$ cat src/rtl/ewrapper_rx_deser.sv
// rtl/ewrapper_rx_deser.sv - eLink DDR receive deserializer with bit-slip word alignment
// Per-lane 2*RATIO-bit history; words are cut at a slip offset behind the newest bit.
module ewrapper_rx_deser #(
  parameter int LANES  = 9,
  parameter int RATIO  = 8,
  parameter int INVERT = 0
) (
  input  logic                       CLK_IN,
  input  logic                       IO_RESET,
  input  logic [LANES-1:0]           DATA_EVEN,
  input  logic [LANES-1:0]           DATA_ODD,
  input  logic                       ENABLE,
  input  logic                       BITSLIP,
  output logic [LANES*RATIO-1:0]     DATA_OUT,
  output logic                       DATA_OUT_VALID,
  output logic                       BITSLIP_BUSY,
  output logic [$clog2(RATIO)-1:0]   SLIP_OFS
);
  localparam int   OW  = $clog2(RATIO);
  localparam int   CW  = $clog2(RATIO/2);
  localparam int   HW  = 2*RATIO;
  localparam logic INV = (INVERT != 0);

  logic [LANES-1:0][HW-1:0]  hist_q, hist_d;
  logic [LANES*RATIO-1:0]    data_q, data_d;
  logic [CW-1:0]             cnt_q, cnt_d;
  logic [OW-1:0]             ofs_q, ofs_d;
  logic                      valid_q, valid_d;
  logic                      busy_q, busy_d;
  logic                      seen_q, seen_d;

  logic       emit;
  logic       accept;
  logic [OW:0] base;

  assign emit   = ENABLE && (cnt_q == CW'(RATIO/2-1));
  assign accept = BITSLIP && !busy_q;
  assign base   = {1'b0, ofs_q};

  always_comb begin
    hist_d  = hist_q;
    data_d  = data_q;
    cnt_d   = cnt_q;
    ofs_d   = ofs_q;
    valid_d = emit;
    busy_d  = busy_q;
    seen_d  = seen_q;
    if (ENABLE) begin
      for (int l = 0; l < LANES; l++) begin
        hist_d[l] = {hist_q[l][HW-3:0], DATA_EVEN[l] ^ INV, DATA_ODD[l] ^ INV};
      end
      cnt_d = emit ? '0 : cnt_q + 1'b1;
    end
    // The word uses the history including this edge's pair and the offset in force before any slip.
    if (emit) begin
      for (int l = 0; l < LANES; l++) begin
        data_d[l*RATIO +: RATIO] = hist_d[l][base +: RATIO];
      end
    end
    if (accept) begin
      ofs_d  = (ofs_q == OW'(RATIO-1)) ? '0 : ofs_q + 1'b1;
      busy_d = 1'b1;
      seen_d = 1'b0;
    end else if (busy_q) begin
      // Hold busy through the cycle that follows the first strobe seen while busy.
      if (seen_q) begin
        busy_d = 1'b0;
        seen_d = 1'b0;
      end else if (valid_q) begin
        seen_d = 1'b1;
      end
    end
  end

  always_ff @(posedge CLK_IN) begin
    if (IO_RESET) begin
      hist_q  <= '0;
      data_q  <= '0;
      cnt_q   <= '0;
      ofs_q   <= '0;
      valid_q <= 1'b0;
      busy_q  <= 1'b0;
      seen_q  <= 1'b0;
    end else begin
      hist_q  <= hist_d;
      data_q  <= data_d;
      cnt_q   <= cnt_d;
      ofs_q   <= ofs_d;
      valid_q <= valid_d;
      busy_q  <= busy_d;
      seen_q  <= seen_d;
    end
  end

  assign DATA_OUT       = data_q;
  assign DATA_OUT_VALID = valid_q;
  assign BITSLIP_BUSY   = busy_q;
  assign SLIP_OFS       = ofs_q;
endmodule

$ cat config.mk
export PLATFORM = sky130hd
export DESIGN_NAME = ewrapper_rx_deser
export DESIGN_NICKNAME = d
export VERILOG_FILES = /design/src/rtl/ewrapper_rx_deser.sv
export SDC_FILE = /design/constraint.sdc
export NUM_CORES = 1
export LEC_CHECK = 0
export BUFFER_PORTS_ARGS = -buffer_cell sky130_fd_sc_hd__buf_2
export CAP_MARGIN = 5
export CORE_MARGIN = 1
export CORE_UTILIZATION = 59
export DETAILED_ROUTE_END_ITERATION = 8
export PLACE_DENSITY_LB_ADDON = 0.12
export SYNTH_ARGS = -nofsm -noshare
export SYNTH_HDL_FRONTEND = slang
export SYNTH_SLANG_ARGS = --single-unit
export TNS_END_PERCENT = 5
$ cat constraint.sdc
create_clock -name CLK_IN -period 2.1 [get_ports CLK_IN]
set_clock_uncertainty 0.05 [all_clocks]
set_input_delay 0.63 -clock CLK_IN [delete_from_list [all_inputs] [get_ports CLK_IN]]
set_output_delay 0.63 -clock CLK_IN [all_outputs]
set_load 0.02 [all_outputs]
==> impl_metrics.ini <==
[sta]
maxSlewViolCount = 0
rsz0062_at_grt = no
min_period_ns = 1.88
tightest_slew_ns = 0.670
slew_headroom = 0.554
setup_slack_ns = 0.222
setup_viol = 0
fmax_mhz = 532
fin_setup_tns_ns = 0
period_share = 0.894
finalHoldViolations = 0

[synthesis]
synth_cell_types = 24
syn_area_um2 = 9830
synth_area_per_cell_um2 = 10.9
synthesis.instances = 904
ys_warn_count = 0
syn_nets = 929
yosysSeqAreaShare = 0.401
synth-seq-cells = 197

[critical_path]
crit_required_ns = 1.42
crit_type = reg -> out
worstPathMaxFanout = 29
cp-startpoint = SLIP_OFS[1]$_SDFFE_PP0P_
rrSetupSlack_ns = 0.25
cp-start-kind = flip-flop
timing.rr.start = SLIP_OFS[1]$_SDFFE_PP0P_
end_kind = primary output
cp_data_arrival_time_ns = 1.20

[final_layout]
final_util = 0.688
diodes = 0
multi_input_area_um2 = 5360
stdcell_area_um2 = 11000
area_delta_synth_final_pct = 12.4
final_cell_mix = 200 x nor2_1, 195 x dfxtp_1, 147 x mux2i_1, 96 x buf_2, 94 x mux4_2
layout.nets = 986
n_fill_cell = 1197
ff_latch_area_um2 = 3950
drive_above_1_share = 0.259
layout_commonest_cell = nor2_1

[drt]
viasPerCell = 6.07
drc = 0
antenna_left = 0
wl_per_cell_um = 17.0
drtIter0Drc = 592
vias = 7218
drt_wl_total_um = 20200
drt_first_pass_iters = 5

[clocking]
cts_tree = done
cts-hold-fix-buffers = 0
htreeDepth = 4
clock_latency_ns = 0.43
clock-sinks = 197
cts-root-buf = clkbuf_16
cts_made_buffers = 17
clk_pin_slew_ns = 0.07
clock_path_buffers = 2

[placement]
gp_congestion = 0.817
dpl_cell_area_um2 = 10400
hpwl_um = 13200
pre_cts_ws_ns = 0.181
io_buffers = 98

[floorplanning]
start_util = 0.612
io_pins = 99
dieArea_um2 = 17200
die_h_um = 131
placementRows = 46
core_area_um2 = 16100
die_w_um = 131

[global_route]
track_usage = 0.246
grt_pass1_wl_um = 33100
grt-ovfl-total = 0
grt_pass1_vias = 6772
antenna_found_initial = 0
grt_max_degree = 67

[power_and_ir_drop]
p_leak_nw = 4.50
ir_drop_v = 0.000608
power.total_w = 0.00811
power_density_nw_per_um2 = 734

[hold_path]
min-delay-path-class = in -> reg
holdCritStartpoint = DATA_ODD[8]

[flow_run]
drv_cap = 0

[status]
status = finished clean
==> path summary, 6_finish.rpt <==
| check | end | depth (start not counted) |
|---|---|---|
| worst min register to register | DATA_OUT[9]$_SDFFE_PP0P_ | 2 |
| worst max register to register | DATA_OUT[49]$_SDFFE_PP0P_ | 5 |
| worst min-delay path | hist_q[128]$_SDFF_PP0_ | 3 |
| worst max-delay path | SLIP_OFS[1] | 2 |
==> flip-flops by register name, indices dropped and copies added (netlist names) <==
register / cells
seen_q: 1
cnt_q: 2
SLIP_OFS: 3
DATA_OUT: 72
DATA_OUT_VALID: 1
BITSLIP_BUSY: 1
hist_q: 117
==> cell usage after synthesis <==
| library cell | count | area, um^2 |
|---|---|---|
| a2bb2oi_1 | 2 | 17.5 |
| nor2_1 | 200 | 751 |
| nor2b_1 | 3 | 18.8 |
| buf_2 | 28 | 140 |
| nand2b_1 | 3 | 18.8 |
| mux2i_1 | 147 | 1470 |
| o41ai_1 | 2 | 17.5 |
| a21oi_1 | 6 | 30.0 |
| ha_1 | 3 | 37.5 |
| nand2_1 | 9 | 33.8 |
| and2_1 | 2 | 12.5 |
| nor3b_1 | 1 | 7.51 |
| a211oi_1 | 2 | 15.0 |
| mux4_2 | 94 | 2120 |
| nor3_1 | 69 | 345 |
| buf_8 | 3 | 45.0 |
| dfxtp_1 | 197 | 3940 |
| o22ai_1 | 68 | 425 |
| buf_4 | 17 | 128 |
| inv_1 | 3 | 11.3 |
| o21bai_1 | 2 | 15.0 |
| buf_6 | 8 | 90.1 |
| clkbuf_1 | 31 | 116 |
| o21ai_0 | 4 | 20.0 |
==> critical path, stage by stage (launching register included) <==
cell     delay (ns)
dfxtp_4        0.36
buf_12         0.20
buf_2          0.20
==> metrics by stage <==
stage | hold slack, ns | cells
final | 0.402 | 1190
after detailed placement | 0.421 | 1157
after global placement | 0.409 | 1157
after CTS | 0.388 | 1190
after global routing | 0.404 | 1190
after floorplan | 0.396 | 904
==> cells by family after synthesis <==
logic type,share of synthesized area
compound gates,0.0550
fa+ha+maj,0.00382
buf+inv,0.0540
flops,0.401
mux,0.365
simple gates,0.121
==> layer usage <==
metal / vias to the layer above / part of all wire / wire length, um / track usage
met5: - / 0 / 0 / 0
met4: 0 / 0.012 / 247 / 0.0690
met3: 25 / 0.044 / 886 / 0.0483
met2: 199 / 0.48 / 9700 / 0.402
met1: 3543 / 0.46 / 9330 / 0.335
li1: 3451 / - / - / -
==> power by group <==
group | internal [W] | leakage, nW | switching (W)
Clock | 0.00200 | 0.295 | 0.00135
Combinational | 0.000420 | 2.61 | 0.000437
Sequential | 0.00381 | 1.60 | 0.0000883
==> final cells by class <==
class	count	share of cell area
inverters	3	0.00102
clock buffers	24	0.0446
multi-input cells	617	0.485
flip-flops and latches	197	0.358
repair buffers	125	0.0763
clock inverters	8	0.0109
well taps	216	0.0245
==> what timing repair did <==
action                     in CTS  in global routing
setup endpoints to repair       1                  0
setup buffers                   1                  0
resized for setup               0                  0
Power figures use the tool's default switching activity.
